**config.mk**
```make
export PLATFORM = sky130hd
export DESIGN_NAME = spi_reg_bridge
export DESIGN_NICKNAME = d
export VERILOG_FILES = /design/src/rtl/spi_reg_bridge.sv
export SDC_FILE = /design/constraint.sdc
export NUM_CORES = 1
export LEC_CHECK = 0
export CAP_MARGIN = 25
export CORE_MARGIN = 2
export CORE_UTILIZATION = 45
export CTS_CLUSTER_SIZE = 16
export DETAILED_ROUTE_END_ITERATION = 12
export GPL_TIMING_DRIVEN = 1
export PLACE_DENSITY = 0.77
export SYNTH_ARGS = -nofsm -noshare
export SYNTH_HDL_FRONTEND = slang
export SYNTH_SLANG_ARGS = --single-unit
```
**constraint.sdc**
```tcl
create_clock -name clk -period 5.2 [get_ports clk]
set_clock_uncertainty 0.15 [all_clocks]
set_input_delay 1.04 -clock clk [delete_from_list [all_inputs] [get_ports clk]]
set_output_delay 1.04 -clock clk [all_outputs]
set_load 0.005 [all_outputs]
```
**src/rtl/spi_reg_bridge.sv**
```systemverilog
// spi_reg_bridge
//   Byte-level protocol stage behind an SPI slave shift register. Synchronises
//   the slave's chip select and byte strobe into clk, then decodes the
//   command byte. The command selects write (bit WIDTH-1 = 1) or read and a
//   start address. The rest of the frame streams auto-incrementing register
//   accesses. The block also supplies the slave's next MISO byte.
//
//   Optional build macro: SPI_REG_BRIDGE_STATUS_EN
//     When defined, the idle MISO byte becomes a status byte
//     {cs_err, write_frame_count[WIDTH-2:0]} instead of IDLE_BYTE.
//
// Ports
//   clk          system clock
//   rst          asynchronous active-high reset
//   cs           SPI chip select, active low, asynchronous
//   rx_data      received byte from the slave (stable across the next byte)
//   rx_strobe    byte-complete strobe from the slave, asynchronous
//   tx_data      next MISO byte, loaded by the slave after each byte
//   reg_addr     register file address
//   reg_wr_en    one-cycle write pulse
//   reg_wr_data  write data, valid with reg_wr_en
//   reg_rd_en    one-cycle read pulse
//   reg_rd_data  combinational read data, sampled while reg_rd_en is high
//   frame_active high while a frame is being decoded
module spi_reg_bridge #(
  parameter int              WIDTH       = 8,
  parameter int              ADDR_W      = 4,
  parameter int              SYNC_STAGES = 2,
  parameter logic [WIDTH-1:0] IDLE_BYTE  = 8'hA5
) (
  input  logic              clk,
  input  logic              rst,
  input  logic              cs,
  input  logic [WIDTH-1:0]  rx_data,
  input  logic              rx_strobe,
  output logic [WIDTH-1:0]  tx_data,
  output logic [ADDR_W-1:0] reg_addr,
  output logic              reg_wr_en,
  output logic [WIDTH-1:0]  reg_wr_data,
  output logic              reg_rd_en,
  input  logic [WIDTH-1:0]  reg_rd_data,
  output logic              frame_active
);

  typedef enum logic [1:0] {
    ST_IDLE  = 2'd0,
    ST_CMD   = 2'd1,
    ST_WRITE = 2'd2,
    ST_READ  = 2'd3
  } state_t;

  state_t state_r, state_nx;

  logic [SYNC_STAGES-1:0] cs_sync_r;
  logic [SYNC_STAGES-1:0] stb_sync_r;
  logic                   cs_prev_r;
  logic                   stb_prev_r;
  logic                   cs_s;
  logic                   stb_s;
  logic                   byte_ev_s;
  logic                   cs_rise_s;
  logic                   cs_fall_s;

  logic [WIDTH-1:0]  hold_r;
  logic [ADDR_W-1:0] ptr_r;
  logic [ADDR_W-1:0] reg_addr_r;
  logic              wr_en_r;
  logic              rd_en_r;
  logic [WIDTH-1:0]  tx_r;
  logic              frame_active_r;

  logic              wr_fire_s;
  logic              rd_fire_s;
  logic              cmd_load_s;
  logic [WIDTH-1:0]  status_s;

  // Synchroniser chains plus one extra flop each for edge detection
  always_ff @(posedge clk or posedge rst) begin
    if (rst) begin
      cs_sync_r  <= {SYNC_STAGES{1'b1}};
      stb_sync_r <= {SYNC_STAGES{1'b0}};
      cs_prev_r  <= 1'b1;
      stb_prev_r <= 1'b0;
    end else begin
      cs_sync_r  <= {cs_sync_r[SYNC_STAGES-2:0], cs};
      stb_sync_r <= {stb_sync_r[SYNC_STAGES-2:0], rx_strobe};
      cs_prev_r  <= cs_s;
      stb_prev_r <= stb_s;
    end
  end

  assign cs_s      = cs_sync_r[SYNC_STAGES-1];
  assign stb_s     = stb_sync_r[SYNC_STAGES-1];
  assign byte_ev_s = stb_s & ~stb_prev_r;
  assign cs_rise_s = cs_s & ~cs_prev_r;
  assign cs_fall_s = ~cs_s & cs_prev_r;

  // FSM state register
  always_ff @(posedge clk or posedge rst) begin
    if (rst) begin
      state_r <= ST_IDLE;
    end else begin
      state_r <= state_nx;
    end
  end

  // Next-state and access decode. rx_data is still stable in the byte-event
  // cycle, so the command is decoded straight from it.
  always_comb begin
    state_nx   = state_r;
    wr_fire_s  = 1'b0;
    rd_fire_s  = 1'b0;
    cmd_load_s = 1'b0;
    case (state_r)
      ST_IDLE: begin
        if (cs_fall_s) begin
          state_nx = ST_CMD;
        end else begin
          state_nx = ST_IDLE;
        end
      end
      ST_CMD: begin
        if (cs_rise_s) begin
          // Frame closed at or before the command byte: no access at all.
          state_nx = ST_IDLE;
        end else if (byte_ev_s) begin
          cmd_load_s = 1'b1;
          if (rx_data[WIDTH-1]) begin
            state_nx = ST_WRITE;
          end else begin
            state_nx  = ST_READ;
            rd_fire_s = 1'b1;
          end
        end else begin
          state_nx = ST_CMD;
        end
      end
      ST_WRITE: begin
        // A byte coinciding with cs rise is still written before leaving.
        wr_fire_s = byte_ev_s;
        if (cs_rise_s) begin
          state_nx = ST_IDLE;
        end else begin
          state_nx = ST_WRITE;
        end
      end
      ST_READ: begin
        rd_fire_s = byte_ev_s;
        if (cs_rise_s) begin
          state_nx = ST_IDLE;
        end else begin
          state_nx = ST_READ;
        end
      end
      default: begin
        state_nx = ST_IDLE;
      end
    endcase
  end

`ifdef SPI_REG_BRIDGE_STATUS_EN
  localparam logic [WIDTH-1:0] TX_RST = {WIDTH{1'b0}};

  logic [WIDTH-1:0] wr_cnt_r;
  logic             cs_err_r;
  logic             wrote_r;

  // Completed-write-frame counter and sticky empty-frame flag
  always_ff @(posedge clk or posedge rst) begin
    if (rst) begin
      wr_cnt_r <= {WIDTH{1'b0}};
      cs_err_r <= 1'b0;
      wrote_r  <= 1'b0;
    end else begin
      if (state_r == ST_WRITE && byte_ev_s) begin
        wrote_r <= 1'b1;
      end else if (state_r == ST_IDLE) begin
        wrote_r <= 1'b0;
      end
      if (state_r == ST_WRITE && cs_rise_s && (wrote_r || byte_ev_s)) begin
        wr_cnt_r <= wr_cnt_r + WIDTH'(1);
      end
      if (state_r == ST_CMD && cs_rise_s && !byte_ev_s) begin
        cs_err_r <= 1'b1;
      end
    end
  end

  assign status_s = {cs_err_r, wr_cnt_r[WIDTH-2:0]};
`else
  localparam logic [WIDTH-1:0] TX_RST = IDLE_BYTE;

  assign status_s = IDLE_BYTE;
`endif

  // Datapath: byte hold, address pointer, access strobes and MISO byte
  always_ff @(posedge clk or posedge rst) begin
    if (rst) begin
      hold_r         <= {WIDTH{1'b0}};
      ptr_r          <= {ADDR_W{1'b0}};
      reg_addr_r     <= {ADDR_W{1'b0}};
      wr_en_r        <= 1'b0;
      rd_en_r        <= 1'b0;
      tx_r           <= TX_RST;
      frame_active_r <= 1'b0;
    end else begin
      if (byte_ev_s) begin
        hold_r <= rx_data;
      end
      wr_en_r <= wr_fire_s;
      rd_en_r <= rd_fire_s;
      // The command read uses the freshly decoded address, later accesses
      // use the running pointer; reg_addr otherwise holds its last value.
      if (wr_fire_s || rd_fire_s) begin
        reg_addr_r <= cmd_load_s ? rx_data[ADDR_W-1:0] : ptr_r;
      end
      if (cmd_load_s) begin
        ptr_r <= rx_data[ADDR_W-1:0];
      end else if (wr_en_r || rd_en_r) begin
        ptr_r <= ptr_r + ADDR_W'(1);
      end
      // Read data wins even on the way back to IDLE; the idle byte follows.
      if (rd_en_r) begin
        tx_r <= reg_rd_data;
      end else if (state_r == ST_IDLE) begin
        tx_r <= status_s;
      end
      frame_active_r <= (state_nx != ST_IDLE);
    end
  end

  assign tx_data      = tx_r;
  assign reg_addr     = reg_addr_r;
  assign reg_wr_en    = wr_en_r;
  assign reg_wr_data  = hold_r;
  assign reg_rd_en    = rd_en_r;
  assign frame_active = frame_active_r;

endmodule
```
==> run metrics, run 1 <==
CP endpoint kind primary output; Slew Viols, Final 0; number of flops mapped to enable cells by yosys 0; via/cell ratio 5.12; area grow syn2layout 36.2%; CTS Buffer Depth 2; CP max stage cell dfrtp_1; root buffer cell clkbuf_4; die area 3570 sq um; initial antenna violation count 0; global-route usage over all layers 0.188; #FFs+latches synth 35; Max-Cap Viols 0; Cell Pwr Density 357 nW/um^2; Rel. slew slack 0.606; CTS tree done; max frequency 0.357 GHz; Final Hold Viols 0; total negative slack 0 ns; WL/cell 14.0 microns; Syn Inst Count 126; outcome complete, no violations; Nets 192; RSZ-0062 raised after global routing false; worst path bufs/invs 1; Die X 59.8 microns; Most used DFF post-synth dfrtp_1; Routed WL 2870 microns; clk_lat worst skew 0.34 ns; pre-CTS WS 2.62 ns; placed cell areas 1850 sq um; leak pwr 0.844 nW; grt ovf 0; RD Place Congestion 0.847; mapped cell area 1400 sq um; synth warn 0; n_diodes 0; initial DRC count 23; ys async rst share 1.00; Power, Total 0.000681 W; first-pass detailed-route iteration total 4; Synth area leaders dfrtp_1 (50%), dfstp_2 (13%), o21ai_0 (5.0%); clk sink count 35; Top delay family on crit path flip-flops; H-tree depth 2; first-pass GRT wire length 4780 microns; Synth Net Count 147; buffer count from post-CTS setup fixing 0; PortBufs 42; worst path required time 4.01 ns; setup ws final 2.40 ns; final standard cell area without fillers 1910 sq um; Resized Gates After CTS 0; sequential area share after synthesis 0.632; crit-path max cell delay 0.67 ns; HP Class register to register; Setup CP Type register to primary output; maximum vdd drop 0.209 mV; # DRC 0; commonest cells after routing, fill and taps aside clkdlybuf4s50_1 (42), dfrtp_1 (28), nand2_1 (17), nor2_1 (14), o21ai_0 (14); hold buffer count at CTS 0; clk slew on worst S/H paths 0.11 ns; final setup violation count 0; TritonCTS Buffers 5; commonest non-fill, non-tap cell in the layout clkdlybuf4s50_1; fin crit period 2.80 ns; I/O pins 43; Core Area 3000 sq um; measured slew at the worst slew-check pin 0.586 ns; crit-path cells clkdlybuf4s50_1; layout cell share with drive strength beyond 1 0.134; initial cell density of the core 0.466; Vias 1049; Critical Path AT 1.61 ns; startpoint type of the worst setup path register; row cnt 20; Die Height 59.8 microns; period utilisation layout 0.539; Final ANT Viol Nets 0; vias in the first global route 1064; hpwl dp 2150 microns; largest net degree at the start of global routing 36; Crit Path Max Fanout 20; post-synth top area share 0.500; biggest area consumer among synthesized cells dfrtp_1; post-synthesis cell type count 25; post-synthesis average cell area 11.1 sq um
-- cell type report --
cell class,instances,area [sq um]
Clock buffer,5,37.5
Clock inverter,3,20.0
Fill cell,275,1100
Inverter,11,41.3
Multi-Input combinational cell,75,454
Sequential cell,35,885
Tap cell,33,41.3
Timing Repair Buffer,43,428
-- synthesized netlist by cell type, types with 2 or more instances --
| master | number |
|---|---|
| nand2_1 | 17 |
| nor2_1 | 14 |
| inv_1 | 11 |
| mux2i_1 | 5 |
| o21ai_0 | 14 |
| a221oi_1 | 4 |
| a21oi_1 | 2 |
| xor2_1 | 3 |
| clkbuf_1 | 4 |
| mux2_2 | 4 |
| dfstp_2 | 7 |
| dfrtp_1 | 28 |
-- layer usage --
layer,up-vias,GRT usage,part of all wire
li1,508,-,-
met1,494,0.213,0.40
met2,43,0.312,0.51
met3,4,0.0909,0.077
met4,0,0.0571,0.013
met5,-,0,0
-- cell families (layout without fill, tap and decap cells) --
family,count (synthesis),after routing,share of synthesized area
AO/OA/AOI/OAI,24,24,0.108
XOR/XNOR,3,3,0.0188
adder cells (fa/ha/maj),1,1,0.00894
buffers and inverters,16,62,0.0438
flip-flops,35,35,0.632
multiplexers,9,9,0.0679
AND/OR/NAND/NOR,38,38,0.121
-- sequential cells by signal, indices dropped and copies added (netlist names) --
| signal | cells |
|---|---|
| ptr_r | 4 |
| frame_active | 1 |
| stb_sync_r | 2 |
| stb_prev_r | 1 |
| cs_sync_r | 2 |
| reg_wr_data | 8 |
| tx_data | 8 |
| reg_wr_en | 1 |
| reg_rd_en | 1 |
| reg_addr | 4 |
| cs_prev_r | 1 |
| state_r | 2 |
-- metrics by stage --
| step | hold WS, ns | util | std cells |
|---|---|---|---|
| CTS | 0.214 | 0.635 | 205 |
| finish | 0.212 | 0.635 | 205 |
| floorplan | 0.181 | - | 126 |
| global placement | 0.185 | 0.616 | 197 |
| detailed placement | 0.195 | 0.616 | 197 |
| global route | 0.216 | 0.635 | 205 |
-- report_power, final --
group          switching [W]  internal (W)  total, W
Combinational      0.0000643      0.000103  0.000168
Clock              0.0000942     0.0000516  0.000146
Sequential         0.0000417      0.000326  0.000367
-- path summary, 6_finish.rpt --
path	start	endpoint	slack [ns]	cells past startpoint
setup / recovery	reg_rd_en$_DFF_PP0_	reg_rd_en	2.40	1
hold / removal	cs_sync_r[0]$_DFF_PP1_	cs_sync_r[1]$_DFF_PP1_	0.21	0
setup reg to reg	state_r[1]$_DFF_PP0_	reg_addr[0]$_DFFE_PP0P_	3.32	3
hold reg to reg	cs_sync_r[0]$_DFF_PP1_	cs_sync_r[1]$_DFF_PP1_	0.21	0
max in group asynchronous	rst	tx_data[2]$_DFFE_PP1P_	3.64	3
min in group asynchronous	rst	reg_addr[1]$_DFFE_PP0P_	0.93	3
No activity file was read; power rests on OpenSTA's default activity.
==> run 2, diff against run 1 <==
--- a/config.mk
+++ b/config.mk
@@ -7,11 +7,11 @@
 export LEC_CHECK = 0
 export CAP_MARGIN = 25
 export CORE_MARGIN = 2
-export CORE_UTILIZATION = 45
+export CORE_UTILIZATION = 41
 export CTS_CLUSTER_SIZE = 16
 export DETAILED_ROUTE_END_ITERATION = 12
 export GPL_TIMING_DRIVEN = 1
-export PLACE_DENSITY = 0.77
+export PLACE_DENSITY = 0.74
 export SYNTH_ARGS = -nofsm -noshare
 export SYNTH_HDL_FRONTEND = slang
 export SYNTH_SLANG_ARGS = --single-unit
==> constraint.sdc (replaced) <==
create_clock -name clk -period 2.3 [get_ports clk]
set_clock_uncertainty 0.15 [all_clocks]
set_input_delay 0.46 -clock clk [delete_from_list [all_inputs] [get_ports clk]]
set_output_delay 0.46 -clock clk [all_outputs]
set_load 0.005 [all_outputs]
==> run 2 against run 1 <==
Effect of this change: first-iteration DRC count grew 78%; clock power grew 110%; cell area grew 0.85%; sequential share of layout area shrank 0.39 points; die area grew 9.1%; via count is essentially flat; worst setup slack lost 2.1 ns; flip-flop and latch count is the same; sequential power grew 130%; global-route usage shrank 2.8 points; clock-buffer cell count grew 2; total power grew 120%; critical path type unchanged; largest cell class unchanged; largest power group unchanged.
==> run metrics, run 2 (synthesis gave the netlist of run 1 again) <==
global-route usage over all layers 0.160; Die Height 62.4 microns; CP endpoint kind primary output; first-pass detailed-route iteration total 4; row cnt 21; Power, Total 0.00151 W; Setup CP Type register to primary output; Critical Path AT 1.36 ns; Crit Path Max Fanout 2; Final ANT Viol Nets 0; root buffer cell clkbuf_4; pre-CTS WS 0.267 ns; Vias 1048; Die X 62.4 microns; maximum vdd drop 0.342 mV; initial antenna violation count 0; final setup violation count 0; grt ovf 0; H-tree depth 2; via/cell ratio 4.79; initial cell density of the core 0.423; initial DRC count 41; PortBufs 42; commonest cells after routing, fill and taps aside clkdlybuf4s50_1 (42), dfrtp_1 (28), nand2_1 (17), nor2_1 (14), o21ai_0 (14); HP Class register to register; die area 3900 sq um; WL/cell 12.8 microns; crit-path cells clkdlybuf4s50_1; measured slew at the worst slew-check pin 0.657 ns; hpwl dp 2080 microns; RD Place Congestion 0.812; area grow syn2layout 37.4%; period utilisation layout 0.859; # DRC 0; clk slew on worst S/H paths 0.10 ns; Rel. slew slack 0.558; CP max stage cell dfstp_2; leak pwr 0.852 nW; crit-path max cell delay 0.54 ns; RSZ-0062 raised after global routing false; Slew Viols, Final 0; total negative slack 0 ns; clk sink count 35; n_diodes 0; I/O pins 43; Fillers 298; CTS tree done; Cell Pwr Density 786 nW/um^2; layout cell share with drive strength beyond 1 0.127; max frequency 0.506 GHz; vias in the first global route 1068; CTS Buffer Depth 2; startpoint type of the worst setup path register; Core Area 3310 sq um; Nets 193; Top delay family on crit path flip-flops; setup ws final 0.325 ns; Max-Cap Viols 0; first-pass GRT wire length 4820 microns; clk_lat worst skew 0.33 ns; worst path bufs/invs 1; buffer count from post-CTS setup fixing 0; TritonCTS Buffers 5; Routed WL 2800 microns; commonest non-fill, non-tap cell in the layout clkdlybuf4s50_1; worst path required time 1.69 ns; Final Hold Viols 0; Resized Gates After CTS 0; hold buffer count at CTS 0; largest net degree at the start of global routing 36; outcome complete, no violations; fin crit period 1.97 ns
-- run 2: cell types whose count changed in the layout (fill, tap and decap cells not counted) --
cell / before / now
buf_4: 1 / 2
clkbuf_1: 0 / 2
clkinvlp_4: 2 / 0
-- run 2: stage by stage --
stage	std cells	cell area, sq um	hold slack [ns]	utilization
floorplan	126	1400	0.181	-
global placement	211	1870	0.184	0.566
detailed placement	211	1870	0.196	0.566
CTS	219	1920	0.219	0.581
global route	219	1920	0.233	0.581
finish	219	1920	0.216	0.581
-- run 2: layer usage --
metal / vias up / global-route usage / wire length (microns)
li1: 510 / - / -
met1: 500 / 0.183 / 1200
met2: 31 / 0.273 / 1410
met3: 7 / 0.0342 / 127
met4: 0 / 0.100 / 72
met5: - / 0 / 0
-- run 2: power breakdown --
part	switching, W	internal, W	leakage, nW
combinational	0.000146	0.000234	0.407
sequential	0.0000894	0.000737	0.415
clock	0.000188	0.000119	0.0293
total	0.000423	0.00109	0.852
-- run 2: final cells by class --
| type | instances | area, sq um | area share |
|---|---|---|---|
| Timing Repair Buffer | 44 | 435 | 0.226 |
| Clock inverter | 1 | 5.00 | 0.00260 |
| Inverter | 11 | 41.3 | 0.0215 |
| Clock buffer | 7 | 45.0 | 0.0234 |
| Tap cell | 46 | 57.6 | 0.0299 |
| Sequential cell | 35 | 885 | 0.460 |
| Multi-Input combinational cell | 75 | 454 | 0.236 |
-- run 2: path summary, 6_finish.rpt --
check	to	slack, ns	startpoint	depth (start not counted)
max in group asynchronous	tx_data[5]$_DFFE_PP1P_	1.31	rst	3
min reg2reg	cs_sync_r[1]$_DFF_PP1_	0.22	cs_sync_r[0]$_DFF_PP1_	0
max	tx_data[0]	0.33	tx_data[0]$_DFFE_PP1P_	1
min in group asynchronous	reg_addr[3]$_DFFE_PP0P_	0.36	rst	3
max reg2reg	reg_addr[2]$_DFFE_PP0P_	0.35	state_r[1]$_DFF_PP0_	3
min	cs_sync_r[1]$_DFF_PP1_	0.22	cs_sync_r[0]$_DFF_PP1_	0
==> run 3, diff against run 2 <==
--- a/config.mk
+++ b/config.mk
@@ -11,7 +11,7 @@
 export CTS_CLUSTER_SIZE = 16
 export DETAILED_ROUTE_END_ITERATION = 12
 export GPL_TIMING_DRIVEN = 1
-export PLACE_DENSITY = 0.74
+export PLACE_DENSITY_LB_ADDON = 0.12
 export SYNTH_ARGS = -nofsm -noshare
 export SYNTH_HDL_FRONTEND = slang
 export SYNTH_SLANG_ARGS = --single-unit
==> run 3 against run 2 <==
Effect of this change: wire length rose by 0.78%; combinational power rose by 1%; sequential power barely moved; critical path depth did not move; via count fell by 0.95%; worst setup slack got worse by 0.0095 ns; sequential share of layout area fell by 0.44 points; hold slack got worse by 0.0046 ns; register-to-register slack improved by 0.09 ns; clock-buffer cell count rose by 1; critical path type unchanged; critical endpoint is now tx_data[2]; highest routed layer unchanged.
==> run metrics, run 3 (synthesis gave the netlist of run 1 again) <==
outcome complete, no violations; initial antenna violation count 0; grt ovf 0; row cnt 21; Die X 62.4 microns; measured slew at the worst slew-check pin 0.554 ns; first-pass GRT wire length 4930 microns; hold buffer count at CTS 0; M3 GR Usage 0.0595; Cell Pwr Density 818 nW/um^2; placed insts 211; reg-to-reg startpoint state_r[1]$_DFF_PP0_; Rel. slew slack 0.628; Final ANT Viol Nets 0; Slew Viols, Final 0; Crit Path Max Fanout 2; Core Area 3310 sq um; layout cell share with drive strength beyond 1 0.133; fin crit period 1.98 ns; n_diodes 0; worst path required time 1.69 ns; global-route usage over all layers 0.163; Pint 0.00115 W; CP endpoint kind primary output; CP max stage cell dfstp_2; Clk pwr share 0.237; sequential share of power 0.521; WL/cell 12.9 microns; clk sink count 35; PortBufs 42; Setup crit start tx_data[2]$_DFFE_PP1P_; worst path bufs/invs 1; CTS Buffer Depth 2; RSZ-0062 raised after global routing false; crit-path max cell delay 0.54 ns; CTS tree done; root buffer cell clkbuf_4; TritonCTS Buffers 5; GR Util met1 0.191; area grow syn2layout 38.7%; # DRC 0; clk slew on worst S/H paths 0.11 ns; vias in the first global route 1081; most used routing layer met2; initial DRC count 47; Die Height 62.4 microns; combinational share of power 0.242; H-tree depth 2; leak pwr 0.861 nW; HP Start stb_sync_r[0]$_DFF_PP0_; commonest cells after routing, fill and taps aside clkdlybuf4s50_1 (42), dfrtp_1 (28), nand2_1 (17), nor2_1 (14), o21ai_0 (14); maximum vdd drop 0.438 mV; Resized Gates After CTS 0; Setup CP Type register to primary output; buffer count from post-CTS setup fixing 0; total negative slack 0 ns; Critical Path AT 1.37 ns; RD Place Congestion 0.769; I/O pins 43; Max-Cap Viols 0; M2 GR Usage 0.272; largest net degree at the start of global routing 36; crit-path cells clkdlybuf4s50_1; first-pass detailed-route iteration total 4; hpwl dp 2050 microns; period utilisation layout 0.863; max frequency 0.504 GHz; commonest non-fill, non-tap cell in the layout clkdlybuf4s50_1; via/cell ratio 4.74; net switching power 0.000438 W; Nets 193; Final Hold Viols 0; die area 3900 sq um; initial cell density of the core 0.423; startpoint type of the worst setup path register; HP Class register to register; switching portion of total power 0.276; final setup violation count 0; Vias 1038; clk_lat worst skew 0.34 ns; Final Non-Filler Cells 219; Routed WL 2830 microns; Top delay family on crit path flip-flops
run 3: area by class of cell:
type,instances,area (sq um)
flip-flops and latches,35,885
multi-input cells,75,454
fillers,309,1370
clock buffers,8,68.8
repair buffers,44,435
well taps,46,57.6
inverters,11,41.3
run 3: final timing paths:
path / depth (start not counted) / slack [ns] / endpoint
max in group asynchronous: 3 / 1.30 / cs_sync_r[1]$_DFF_PP1_
min in group asynchronous: 3 / 0.36 / reg_wr_en$_DFF_PP0_
hold / removal: 0 / 0.21 / stb_sync_r[1]$_DFF_PP0_
hold reg to reg: 0 / 0.21 / stb_sync_r[1]$_DFF_PP0_
setup / recovery: 1 / 0.32 / tx_data[2]
setup reg to reg: 3 / 0.44 / reg_addr[3]$_DFFE_PP0P_
run 3: per-layer routing:
| layer | routed length [microns] | vias to the layer above |
|---|---|---|
| met5 | 0 | - |
| met4 | 53 | 0 |
| met3 | 193 | 7 |
| met2 | 1420 | 34 |
| met1 | 1150 | 483 |
| li1 | - | 514 |
run 3: power groups by stage:
stage,logic [W],registers (W),clock network [W]
after floorplan,0.000174,0.000824,0
after global placement,0.000372,0.000831,0
after detailed placement,0.000385,0.000842,0
after CTS,0.000390,0.000830,0.000390
after global routing,0.000426,0.000845,0.000412
final,0.000384,0.000828,0.000377
run 3: worst register-to-register path, delay by kind of cell (launching register included):
| family | cells | cell delay (ns) |
|---|---|---|
| flip-flops | 1 | 0.44 |
| AO/OA/AOI/OAI | 2 | 0.75 |
| AND/OR/NAND/NOR | 1 | 0.42 |
run 3: per-stage QoR:
step,util,total power [W],setup slack (ns),hold slack (ns),instance area (sq um)
final,0.587,0.00159,0.316,0.211,1940
after global routing,0.587,0.00168,0.273,0.223,1940
after CTS,0.587,0.00161,0.303,0.217,1940
after detailed placement,0.566,0.00123,0.295,0.193,1870
after global placement,0.566,0.00120,0.383,0.185,1870
after floorplan,-,0.000998,0.597,0.181,1400
